<file path="src/rtl/pipe_pkg.sv">
`default_nettype none
// +-----------------------------------------------------------------------+
// | pipe_pkg                                                              |
// | Shared skid-register state encoding and stage payload layouts.        |
// | Revision: 1.0                                                         |
// +-----------------------------------------------------------------------+
package pipe_pkg;

   localparam logic [1:0] ST_EMPTY = 2'd0;
   localparam logic [1:0] ST_ONE   = 2'd1;
   localparam logic [1:0] ST_TWO   = 2'd2;

   localparam logic [31:0] PC_INIT = 32'hBFC0_0000;

   // EX/MEM payload: {pc, memop, alu, wreg, wa}
   localparam int EXMEM_WA_LSB    = 0;
   localparam int EXMEM_WA_W      = 5;
   localparam int EXMEM_WREG_LSB  = 5;
   localparam int EXMEM_ALU_LSB   = 6;
   localparam int EXMEM_ALU_W     = 32;
   localparam int EXMEM_MEMOP_LSB = 38;
   localparam int EXMEM_MEMOP_W   = 4;
   localparam int EXMEM_PC_LSB    = 42;
   localparam int EXMEM_PC_W      = 32;
   localparam int EXMEM_W         = 74;

   // MEM/WB payload: {pc, wdata, wreg, wa}
   localparam int MEMWB_WA_LSB    = 0;
   localparam int MEMWB_WA_W      = 5;
   localparam int MEMWB_WREG_LSB  = 5;
   localparam int MEMWB_WDATA_LSB = 6;
   localparam int MEMWB_WDATA_W   = 32;
   localparam int MEMWB_PC_LSB    = 38;
   localparam int MEMWB_PC_W      = 32;
   localparam int MEMWB_W         = 70;

   // PC sits in the top field, so bubbles carry PC_INIT with write-enables low
   localparam logic [EXMEM_W-1:0] EXMEM_RST_VALUE = {PC_INIT, {EXMEM_PC_LSB{1'b0}}};
   localparam logic [MEMWB_W-1:0] MEMWB_RST_VALUE = {PC_INIT, {MEMWB_PC_LSB{1'b0}}};

endpackage : pipe_pkg
`default_nettype wire

</file>
<file path="src/rtl/sat_counter.sv">
`default_nettype none
// +-----------------------------------------------------------------------+
// | sat_counter                                                           |
// | Saturating up-counter with synchronous clear; clear beats increment.  |
// | Revision: 1.0                                                         |
// +-----------------------------------------------------------------------+
module sat_counter #(
   parameter int CNT_W = 16
) (
   input  logic             clk,
   input  logic             rst,
   input  logic             i_inc,
   input  logic             i_clr,
   output logic [CNT_W-1:0] o_cnt
);

   localparam logic [CNT_W-1:0] c_max = {CNT_W{1'b1}};

   logic [CNT_W-1:0] r_cnt;

   always_ff @(posedge clk) begin
      if (rst || i_clr) begin
         r_cnt <= '0;
      end else if (i_inc && (r_cnt != c_max)) begin
         r_cnt <= r_cnt + CNT_W'(1);
      end
   end

   assign o_cnt = r_cnt;

endmodule : sat_counter
`default_nettype wire

</file>
<file path="src/rtl/pipe_stage_skid_reg.sv">
`default_nettype none
// +-----------------------------------------------------------------------+
// | pipe_stage_skid_reg                                                   |
// | Inter-stage register with 2-entry skid buffer and registered ready.   |
// | Revision: 1.0                                                         |
// +-----------------------------------------------------------------------+
module pipe_stage_skid_reg
   import pipe_pkg::*;
#(
   parameter int                DATA_W       = 64,
   parameter logic [DATA_W-1:0] RST_VALUE    = {DATA_W{1'b0}},
   parameter bit                GATE_INVALID = 1'b1,
   parameter int                CNT_W        = 16
) (
   input  logic              cpu_clk_50M,
   input  logic              cpu_rst,
   input  logic              flush,
   input  logic              in_valid,
   output logic              in_ready,
   input  logic [DATA_W-1:0] in_data,
   output logic              out_valid,
   input  logic              out_ready,
   output logic [DATA_W-1:0] out_data,
   output logic [1:0]        occupancy,
   output logic [CNT_W-1:0]  stall_cnt,
   input  logic              stall_clr
);

   logic [1:0]        r_state;
   logic [1:0]        w_state_nxt;
   logic [DATA_W-1:0] r_main;
   logic [DATA_W-1:0] r_skid;
   logic [DATA_W-1:0] w_main_nxt;
   logic [DATA_W-1:0] w_skid_nxt;
   logic              r_in_ready;
   logic              w_accept;
   logic              w_emit;

   assign out_valid = (r_state != ST_EMPTY);
   assign in_ready  = r_in_ready;
   assign occupancy = r_state;
   assign w_accept  = in_valid & r_in_ready;
   assign w_emit    = out_valid & out_ready;

   always_comb begin
      w_state_nxt = r_state;
      w_main_nxt  = r_main;
      w_skid_nxt  = r_skid;
      case (r_state)
         ST_EMPTY: begin
            if (w_accept) begin
               w_state_nxt = ST_ONE;
               w_main_nxt  = in_data;
            end
         end
         ST_ONE: begin
            if (w_accept && w_emit) begin
               w_main_nxt  = in_data;
            end else if (w_accept) begin
               w_state_nxt = ST_TWO;
               w_skid_nxt  = in_data;
            end else if (w_emit) begin
               w_state_nxt = ST_EMPTY;
            end
         end
         ST_TWO: begin
            if (w_emit) begin
               w_state_nxt = ST_ONE;
               w_main_nxt  = r_skid;
            end
         end
         default: w_state_nxt = ST_EMPTY;
      endcase
   end

   // Ready is computed from the next state so it never depends on out_ready combinationally
   always_ff @(posedge cpu_clk_50M) begin
      if (cpu_rst || flush) begin
         r_state    <= ST_EMPTY;
         r_main     <= RST_VALUE;
         r_skid     <= RST_VALUE;
         r_in_ready <= 1'b1;
      end else begin
         r_state    <= w_state_nxt;
         r_main     <= w_main_nxt;
         r_skid     <= w_skid_nxt;
         r_in_ready <= (w_state_nxt != ST_TWO);
      end
   end

   generate
      if (GATE_INVALID) begin : g_gate_invalid
         assign out_data = out_valid ? r_main : RST_VALUE;
      end else begin : g_hold_data
         assign out_data = r_main;
      end
   endgenerate

   sat_counter #(
      .CNT_W (CNT_W)
   ) u_stall_cnt (
      .clk   (cpu_clk_50M),
      .rst   (cpu_rst),
      .i_inc (out_valid & ~out_ready),
      .i_clr (stall_clr),
      .o_cnt (stall_cnt)
   );

endmodule : pipe_stage_skid_reg
`default_nettype wire

</file>
<file path="config.mk">
export PLATFORM = sky130hd
export DESIGN_NAME = pipe_stage_skid_reg
export DESIGN_NICKNAME = d
export VERILOG_FILES = /design/src/rtl/pipe_pkg.sv /design/src/rtl/sat_counter.sv /design/src/rtl/pipe_stage_skid_reg.sv
export SDC_FILE = /design/constraint.sdc
export NUM_CORES = 1
export LEC_CHECK = 0
export ABC_AREA = 1
export CAP_MARGIN = 20
export CORE_MARGIN = 2
export CORE_UTILIZATION = 55
export CTS_CLUSTER_SIZE = 8
export DETAILED_ROUTE_END_ITERATION = 12
export PLACE_DENSITY = 0.87
export REMOVE_ABC_BUFFERS = 1
export SLEW_MARGIN = 20
export SYNTH_ARGS = -nofsm -noshare
export SYNTH_HDL_FRONTEND = slang
export SYNTH_SLANG_ARGS = --single-unit
</file>
<file path="constraint.sdc">
create_clock -name cpu_clk_50M -period 3.8 [get_ports cpu_clk_50M]
set_input_delay 0.38 -clock cpu_clk_50M [delete_from_list [all_inputs] [get_ports cpu_clk_50M]]
set_output_delay 0.38 -clock cpu_clk_50M [all_outputs]
set_load 0.03 [all_outputs]
</file>
### Word-level counts from Yosys, hierarchy flattened

Index checks and enable logic that the tools add are counted.
W data, S select, Z words.

| storage, ports and cells | value |
|---|---|
| register bits | 147 |
| input port bits | 70 |

| cells by class | value |
|---|---|
| add/subtract/negate cells | 1 |
| bitwise operators | 5 |
| reductions and logical operators | 9 |
| multiplexer cells | 11 |
| equal/unequal tests | 7 |

Operators with widths:

| cell | count |
|---|---|
| $mux W64 | 4 |
| $pmux W64 S3 | 1 |
| $add A16 B1 Y16 const B | 1 |
| $ne A16 B16 Y1 const B | 1 |
| $mux W2 | 5 |
| $ne A2 B2 Y1 const B | 4 |
| $pmux W2 S3 | 1 |
| $reduce_and A4 Y1 | 1 |
| $and A1 B1 Y1 | 3 |
| $reduce_and A3 Y1 | 1 |
| $reduce_bool A3 Y1 | 1 |
| $eq A2 B1 Y1 const B | 1 |
| $eq A2 B2 Y1 const B | 1 |
| $logic_and A1 B1 Y1 | 2 |
| $logic_not A2 Y1 | 1 |
| $logic_or A1 B1 Y1 | 2 |
| $not A1 Y1 | 2 |
| $reduce_bool A2 Y1 | 1 |

### Depth between registers and ports, before layout

Gate-level depths: netlist of run 1.

| logic depth | value |
|---|---|
| depth after elaboration | 7 |
| gate-level depth with buffers | 9 |
| gate-level depth less buffers | 9 |

### By module

Synthesis of run 1 repeated with hierarchy kept, for this count alone.

| second synthesis, totals | value |
|---|---|
| cell total of the unflattened synthesis | 1,149 |
| area total of the unflattened synthesis | 7,247.0 um^2 |

Modules (own cells, without submodules):

| module | instances | cells an instance | seq. area each (um^2) | area each (um^2) |
|---|---|---|---|---|
| pipe_stage_skid_reg | 1 | 1,000 | 2,622.5 | 6,296.0 |
| sat_counter | 1 | 149 | 320.3 | 950.9 |

### Least setup slack after synthesis of run 1

Ideal clock, no wire load.

| path | value |
|---|---|
| path type | reg2out |
| from | register r_state[1] (netlist: occupancy[1]) |
| to | output out_data[54] |
| arrival time | 1.484 ns |
| cell stages (with the launch flop) | 5 |
| path buffers | 2 |
| setup slack | 1.936 ns |
| cell sequence | dfxtp_1 -> nor2_4 -> clkbuf_1 -> buf_2 -> nor2_1 |

| between the ends | value |
|---|---|
| longest elaborated chain between the ends | 2 |

Ends and longest elaborated chain:

| element | line | RTL |
|---|---|---|
| start: declaration | pipe_stage_skid_reg.sv:29 | `logic [1:0] r_state;` |
| start signal: assignment | pipe_stage_skid_reg.sv:84 | `r_state <= w_state_nxt;` |
| $reduce_bool A2 Y1 | pipe_stage_skid_reg.sv:39 | `assign out_valid = (r_state != ST_EMPTY);` |
| $mux W64 | pipe_stage_skid_reg.sv:93 | `assign out_data = out_valid ? r_main : RST_VALUE;` |
| end: declaration | pipe_stage_skid_reg.sv:23 | `output logic [DATA_W-1:0] out_data,` |

No other way between the ends.

### Worst setup path after layout of run 1

| path | value |
|---|---|
| from | register r_state[1] (netlist: occupancy[1]) |
| to | output out_data[48] |

The elaborated chain is that of the path after synthesis.

==> flow_summary.yaml, run 1 <==
run_status:
  status: "finished clean"
hold_path:
  hold_class: "reg2reg"
timing:
  slew_headroom_pct: 36.8
  setup_violations: 0
  fin_crit_ns: 3.02
  timing.final.crit_share_pct: 79.5
  fmax_ghz: 0.331
  hold_viol_final: 0
  fin_skew_ns: 0.00763
  worst_pin_slew_ns: 0.945
  rsz0062_at_grt: "no"
  worst_hold_slack_ns: 0.451
  slew_violations: 0
final_layout:
  fin_util_pct: 74.9
  drive_gt1_share_pct: 8.30
  mostFrequentLayoutCells: "nor2_1 (219), clkdlybuf4s50_1 (153), dfxtp_1 (147)"
  n_antenna_cell: 0
  area_delta_synth_final_pct: 31.8
  layout.nets: 1154
  layout_commonest_cell: "nor2_1"
power_and_ir_drop:
  power.switching_uw: 859
  pwr_density_cell_mw_per_mm2: 423
  clkPwrFrac_pct: 49.5
  sw_frac_of_total_pct: 22.5
  p_int_mw: 2.96
  p_leak_nw: 3.15
  seq_power_share_pct: 41.8
  comb_power_share_pct: 8.7
  ir_worst_vdd_mv: 0.355
die:
  die_area_mm2: 0.0134
  pin_count: 154
  core_area_mm2: 0.0121
  die_w_um: 116
  die_h_um: 116
  start_util_pct: 56.8
  num_rows: 40
yosys:
  yosysWarnings: 0
  yosysTopAreaCell: "dfxtp_1"
  syn-cell-area_mm2: 0.00685
  avgSynthCellArea_um2: 7.09
  syn_inst: 966
  yosys-top-cells-area: "dfxtp_1 (43%), nor2_1 (12%), nand2_1 (7.6%), o21ai_0 (7.2%), a211oi_2 (6.8%)"
  ys_types: 24
  ys_ff_latch: 147
  synth_top_area_share_pct: 43.0
  yosysSeqAreaShare_pct: 43.0
clock_tree:
  cts.clk_slew.worst_paths_ns: 0.06
  clockBufferDepth: 2
  cts_setup_buffers: 0
  clkLatencyLatePin_ns: 0.43
  numCtsBuffers: 17
  cts_resized: 0
  cts_hold_buf: 0
  clock-sinks: 147
  cts-htree-levels: 4
  tritoncts: "done"
  ctsRootBufferMaster: "clkbuf_16"
detailed_routing:
  wl_per_cell_um: 13.5
  ant_nets: 0
  drc_errors: 0
  wl_um: 17000
  drtIter0Drc: 574
  dr.pass1.iters: 6
  dr_total_vias: 6557
  vias_per_cell: 5.19
flow_run:
  cap_violations: 0
place:
  gp_congestion: 0.824
  port_buffers: 153
  hpwl_um: 10600
setup_path:
  arrival_ns: 2.64
  critical_path_class: "reg2out"
  crit_family: "buffers and inverters"
  worstSetupEndpointType: "primary output"
  reg2reg_slack_ns: 1.23
  crit_chain: "nor2_4, buf_4, nor2_1, clkdlybuf4s50_1"
  cp_slowest_cell: "nor2_4"
  slowest_delay_ns: 0.76
  path_buf_inv: 2
  cp_max_fo: 31
  worstSetupStartpointType: "register"
  cp_data_required_time_ns: 3.42
grt:
  overflow: 0
  antenna_found_initial: 0
  grt_util_all_layers_pct: 25.6
  grt_pass1_wl_um: 27300
  grt_pass1_vias: 5970
  grt_max_degree: 92
final timing paths:
check / start / to / depth (start not counted)
max: occupancy[1] / out_data[48] / 4
max reg2reg: occupancy[1] / r_main[13] / 9
min: r_skid[35] / r_skid[35] / 2
min reg2reg: r_skid[35] / r_skid[35] / 2
power by group through the flow:
stage / Combinational [mW] / Sequential, mW / Clock [mW]
after floorplan: 0.178 / 1.63 / 0
after global placement: 0.323 / 1.63 / 0
after detailed placement: 0.328 / 1.63 / 0
after CTS: 0.333 / 1.60 / 1.91
after global routing: 0.367 / 1.60 / 1.98
final: 0.334 / 1.60 / 1.89
registers in the layout (all words and copies together), names as in the netlist:
name and flops:
r_main 64, r_skid 64, occupancy 2, u_stall_cnt.o_cnt 16, in_ready 1
layer usage:
| layer | routed length [um] | track usage [%] | vias to the layer above |
|---|---|---|---|
| met1 | 7480 | 32.2 | 3024 |
| met2 | 8070 | 41.6 | 214 |
| li1 | - | - | 3292 |
| met4 | 336 | 11.4 | 0 |
| met5 | 0 | 0 | - |
| met3 | 1120 | 6.59 | 27 |
tightest hold or removal path: cells and delay by family (launching register included):
kind / cells / cell delay [ns]
buf+inv: 1 / 0.06
compound gates: 1 / 0.06
flops: 1 / 0.29
synthesized netlist by cell type (all sizes together):
cell and instances:
clkbuf 23, a211oi 37, dfxtp 147, buf 41
nand3 14, xor2 3, ha 1, xnor2 3
inv 119, nor3 1, nand2 138, a21oi 78
nor2 225, nand4 6, o21ai 130
cell type report:
class                      count  area (um2)
inverter                     119         450
clock inverter                11         196
fill                         905        3030
clock buffer                  21         480
sequential                   147        2940
timing repair buffer         162        1640
tap                          168         210
multi-input combinational    636        3110
cells by family after synthesis:
kind of cell	synth area share, %
flops	43.0
simple gates	22.2
compound gates	22.0
xor+xnor	0.767
buf+inv	11.9
fa+ha+maj	0.183
per-stage QoR:
| step | setup slack [ns] | cell area [um2] | TNS, ns | power, mW | std cells |
|---|---|---|---|---|---|
| final | 0.781 | 9030 | 0 | 3.82 | 1264 |
| after CTS | 0.760 | 9030 | 0 | 3.84 | 1264 |
| after global placement | 1.24 | 8350 | 0 | 1.95 | 1232 |
| after global routing | 0.644 | 9030 | 0 | 3.95 | 1264 |
| after detailed placement | 1.20 | 8350 | 0 | 1.96 | 1232 |
| after floorplan | -0.0644 | 6480 | -2.96 | 1.80 | 902 |
Note: power is estimated with default switching activity, not from simulation.
==> run 2: changes to the inputs <==
CORE_UTILIZATION = 51   (was 55)
PLACE_DENSITY = 0.82   (was 0.87)
clock period = 2.78 ns   (was 3.8 ns; I/O delays follow)
==> run 2 against run 1 <==
  * Register-to-register slack lost 0.76 ns
  * Via count shrank 0.55%
  * Critical endpoint is now out_data[51]
  * First-iteration DRC count shrank 8.0%
  * Critical path type unchanged
  * Sequential power grew 36%
  * Worst setup slack lost 0.61 ns
==> flow_summary.yaml, run 2 (synthesis results as in run 1) <==
run_status:
  status: "finished clean"
setup_path:
  arrival_ns: 2.33
  cp_max_fo: 36
  worstSetupStartpointType: "register"
  path_buf_inv: 2
  crit_chain: "nor2_4, buf_12, nor2_1, clkdlybuf4s50_1"
  worstSetupEndpointType: "primary output"
  cp_data_required_time_ns: 2.50
  slowest_delay_ns: 0.63
  cp_slowest_cell: "clkdlybuf4s50_1"
  crit_family: "buffers and inverters"
  critical_path_class: "reg2out"
final_layout:
  layout.nets: 1157
  mostFrequentLayoutCells: "nor2_1 (219), clkdlybuf4s50_1 (153), dfxtp_1 (147)"
  n_antenna_cell: 0
  n_fill_cell: 1076
  fin_util_pct: 69.2
  drive_gt1_share_pct: 8.46
  stdcell_count: 1275
  area_delta_synth_final_pct: 33.3
  layout_commonest_cell: "nor2_1"
clock_tree:
  numCtsBuffers: 17
  ctsRootBufferMaster: "clkbuf_16"
  cts-htree-levels: 4
  cts_setup_buffers: 0
  cts_resized: 0
  clkLatencyLatePin_ns: 0.42
  clockBufferDepth: 2
  tritoncts: "done"
  clock-sinks: 147
  cts.clk_slew.worst_paths_ns: 0.06
  cts_hold_buf: 0
flow_run:
  cap_violations: 0
grt:
  grt_util_all_layers_pct: 23.8
  grt_util_met1_pct: 31.1
  grt_pass1_wl_um: 28000
  use_met2_pct: 38.1
  grt_pass1_vias: 5865
  met3_usage_pct: 7.03
  grt_busiest_layer: "met2"
  antenna_found_initial: 0
  overflow: 0
  grt_max_degree: 76
die:
  die_w_um: 120
  pin_count: 154
  core_area_mm2: 0.0132
  die_h_um: 120
  start_util_pct: 51.9
  num_rows: 42
  die_area_mm2: 0.0144
timing:
  fin_crit_ns: 2.60
  fin_skew_ns: 0.0108
  fmax_ghz: 0.384
  slew_headroom_pct: 57.1
  worst_pin_slew_ns: 0.642
  timing.final.crit_share_pct: 93.7
  setup_violations: 0
  hold_viol_final: 0
  slew_violations: 0
  rsz0062_at_grt: "no"
  layout_setup_ws_ns: 0.175
place:
  port_buffers: 153
  placedCellCount: 1243
  gp_congestion: 0.841
  hpwl_um: 10900
  place_ws_ns: 0.468
power_and_ir_drop:
  total_power_mw: 5.43
  p_leak_nw: 3.20
  ir_worst_vdd_mv: 0.381
  pwr_density_cell_mw_per_mm2: 595
hold_path:
  hold_class: "reg2reg"
detailed_routing:
  wl_um: 17100
  dr_total_vias: 6521
  wl_per_cell_um: 13.4
  ant_nets: 0
  drc_errors: 0
  dr.pass1.iters: 5
  vias_per_cell: 5.11
  drtIter0Drc: 528
-- run 2: path summary, 6_finish.rpt --
| kind | slack (ns) | endpoint | depth (start not counted) | start |
|---|---|---|---|---|
| setup reg to reg | 0.47 | r_main[23] | 8 | occupancy[1] |
| hold reg to reg | 0.45 | r_skid[33] | 2 | r_skid[33] |
| setup / recovery | 0.18 | out_data[51] | 4 | occupancy[1] |
| hold / removal | 0.45 | r_skid[33] | 2 | r_skid[33] |
-- run 2: where the power goes --
group / total [mW] / internal (mW) / switching (mW)
Clock: 2.79 / 1.89 / 0.899
Sequential: 2.18 / 2.16 / 0.0216
Combinational: 0.461 / 0.201 / 0.260
-- run 2: layout make-up --
class                      count  area, um2  share of cell area [%]
clock buffer                  19        443                    4.85
clock inverter                13        275                    3.01
inverter                     119        452                    4.95
multi-input combinational    636       3110                    34.1
sequential                   147       2940                    32.2
tap                          176        220                    2.41
timing repair buffer         165       1680                    18.4
-- run 2: routing by layer --
metal  part of all wire, %  routed length (um)
met1                    44                7550
met2                    48                8120
met3                   6.8                1170
met4                   1.5                 255
met5                     0                   0
-- run 2: stage by stage --
step / hold WS [ns] / setup TNS [ns] / cell area, um2
after floorplan: 0.417 / -123.33 / 6480
after global placement: 0.438 / 0 / 8410
after detailed placement: 0.444 / 0 / 8410
after CTS: 0.453 / 0 / 9130
after global routing: 0.467 / 0 / 9130
final: 0.451 / 0 / 9130
-- run 2: worst reg2reg max path, delay by kind of cell (launching register included) --
| kind | cells | cell delay [ns] |
|---|---|---|
| DFF | 1 | 0.37 |
| buffers and inverters | 3 | 0.85 |
| AOI/OAI and AO/OA | 1 | 0.19 |
| and+or+nand+nor | 4 | 0.83 |
==> run 3: changes to the inputs <==
CORE_UTILIZATION = 55   (was 51)
PLACE_DENSITY = 0.87   (was 0.82)
clock period = 3.3 ns   (was 2.78 ns; I/O delays follow)
==> run 3 against run 2 <==
  * Sequential share of layout area increased by 0.40 points
  * Utilization increased by 5.5 points
  * Non-clock buffer count decreased by 1
  * Register-to-register slack improved by 0.12 ns
  * Worst hold slack about the same
  * Clock power decreased by 26%
  * Largest power group unchanged
  * Clock skew decreased by 0.0058 ns
  * Routed wire length increased by 0.66%
==> flow_summary.yaml, run 3 (synthesis results as in run 1) <==
run_status:
  status: "finished clean"
detailed_routing:
  ant_nets: 0
  wl_um: 17200
  dr.pass1.iters: 5
  drc_errors: 0
  drtIter0Drc: 516
  dr_total_vias: 6504
  wl_per_cell_um: 13.6
  vias_per_cell: 5.14
place:
  hpwl_um: 11000
  port_buffers: 153
  gp_congestion: 0.794
  postPlaceCellArea_mm2: 0.00838
setup_path:
  critical_path_class: "reg2out"
  slowest_delay_ns: 0.60
  cp_data_required_time_ns: 2.97
  worstSetupStartpointType: "register"
  crit_chain: "nor2_4, buf_4, nor2_1, clkdlybuf4s50_1"
  cp_max_fo: 25
  timing.rr.start: "occupancy[0]"
  worstSetupEndpointType: "primary output"
  r2r-end: "r_main[37]"
  cp_slowest_cell: "clkdlybuf4s50_1"
  reg2reg_slack_ns: 0.59
  arrival_ns: 2.41
  worstRegToRegCells: 8
timing:
  fin_skew_ns: 0.00506
  worst_hold_slack_ns: 0.451
  worst_pin_slew_ns: 0.840
  fin_crit_ns: 2.74
  slew_headroom_pct: 43.8
  rsz0062_at_grt: "no"
  setup_violations: 0
  slew_violations: 0
  fmax_ghz: 0.366
  hold_viol_final: 0
  tns_ns: 0
  timing.final.crit_share_pct: 82.9
clock_tree:
  cts_setup_buffers: 0
  clkLatencyLatePin_ns: 0.42
  cts_hold_buf: 0
  ctsRootBufferMaster: "clkbuf_16"
  tritoncts: "done"
  cts_resized: 0
  cts-htree-levels: 4
  numCtsBuffers: 17
  cts.clk_slew.worst_paths_ns: 0.06
  clock-sinks: 147
  clockBufferDepth: 2
final_layout:
  drive_gt1_share_pct: 8.38
  n_antenna_cell: 0
  mostFrequentLayoutCells: "nor2_1 (219), clkdlybuf4s50_1 (153), dfxtp_1 (147)"
  design_area_mm2: 0.00902
  layout.nets: 1156
  layout_commonest_cell: "nor2_1"
  area_delta_synth_final_pct: 31.6
die:
  pin_count: 154
  die_area_mm2: 0.0134
  num_rows: 40
  die_w_um: 116
  die_h_um: 116
  core_area_mm2: 0.0121
  start_util_pct: 56.8
hold_path:
  min_from: "r_skid[39]"
  hold_path_end: "r_skid[39]"
  hold_class: "reg2reg"
  hold-path-cell-count: 2
grt:
  antenna_found_initial: 0
  grt_util_all_layers_pct: 26.4
  grt_busiest_layer: "met2"
  grt_max_degree: 77
  grt_pass1_vias: 6134
  met3_usage_pct: 6.28
  use_met2_pct: 44.1
  grt_util_met1_pct: 33.1
  grt_pass1_wl_um: 28300
  overflow: 0
flow_run:
  cap_violations: 0
power_and_ir_drop:
  p_leak_nw: 3.15
  pwr_density_cell_mw_per_mm2: 477
  ir_worst_vdd_mv: 0.286
[run 3: changes by cell type in the layout (fill, tap and decap cells not counted), sizes merged]
cell / delta
buf: -1
bufinv: -4
clkbuf: +3
clkinv: +4
inv: -3
[run 3: how the worst max path moves through the flow]
stage	startpoint	endpoint	slack [ns]	cells past startpoint
final	occupancy[0]	out_data[8]	0.56	4
after CTS	occupancy[0]	out_data[28]	0.56	4
after detailed placement	occupancy[0]	r_main[47]	0.70	8
after floorplan	occupancy[1]	r_main[18]	-0.53	7
after global placement	occupancy[0]	r_main[40]	0.81	8
after global routing	occupancy[0]	out_data[8]	0.42	4
[run 3: layer usage]
layer  part of all wire, %  routed length [um]
met4                   2.4                 414
met2                    48                8320
met5                     0                   0
met3                   6.5                1110
met1                    43                7350
[run 3: cell type report]
| class | count | area, um2 |
|---|---|---|
| multi-input combinational | 636 | 3110 |
| inverter | 119 | 450 |
| sequential | 147 | 2940 |
| timing repair buffer | 164 | 1660 |
| clock buffer | 22 | 484 |
| tap | 168 | 210 |
| clock inverter | 10 | 153 |
| fill | 923 | 3040 |
[run 3: power breakdown]
part           leakage [nW]  internal (mW)  total, mW  switching, mW
combinational          1.64          0.167      0.387          0.219
sequential             1.19           1.82       1.84         0.0189
clock                 0.316           1.34       2.07          0.734
[run 3: worst max-delay path, delay by kind of cell (launching register included)]
family | cells | cell delay [ns]
buffers and inverters | 2 | 0.99
DFF | 1 | 0.39
and+or+nand+nor | 2 | 0.59
[run 3: metrics by stage]
stage | setup WS [ns] | total power, mW | instances | utilization, %
2_1_floorplan | -0.527 | 2.08 | 902 | -
3_3_place_gp | 0.806 | 2.25 | 1234 | 69.5
3_5_place_dp | 0.697 | 2.26 | 1234 | 69.5
4_1_cts | 0.558 | 4.31 | 1266 | 74.8
5_1_grt | 0.421 | 4.43 | 1266 | 74.8
6_report | 0.564 | 4.30 | 1266 | 74.8
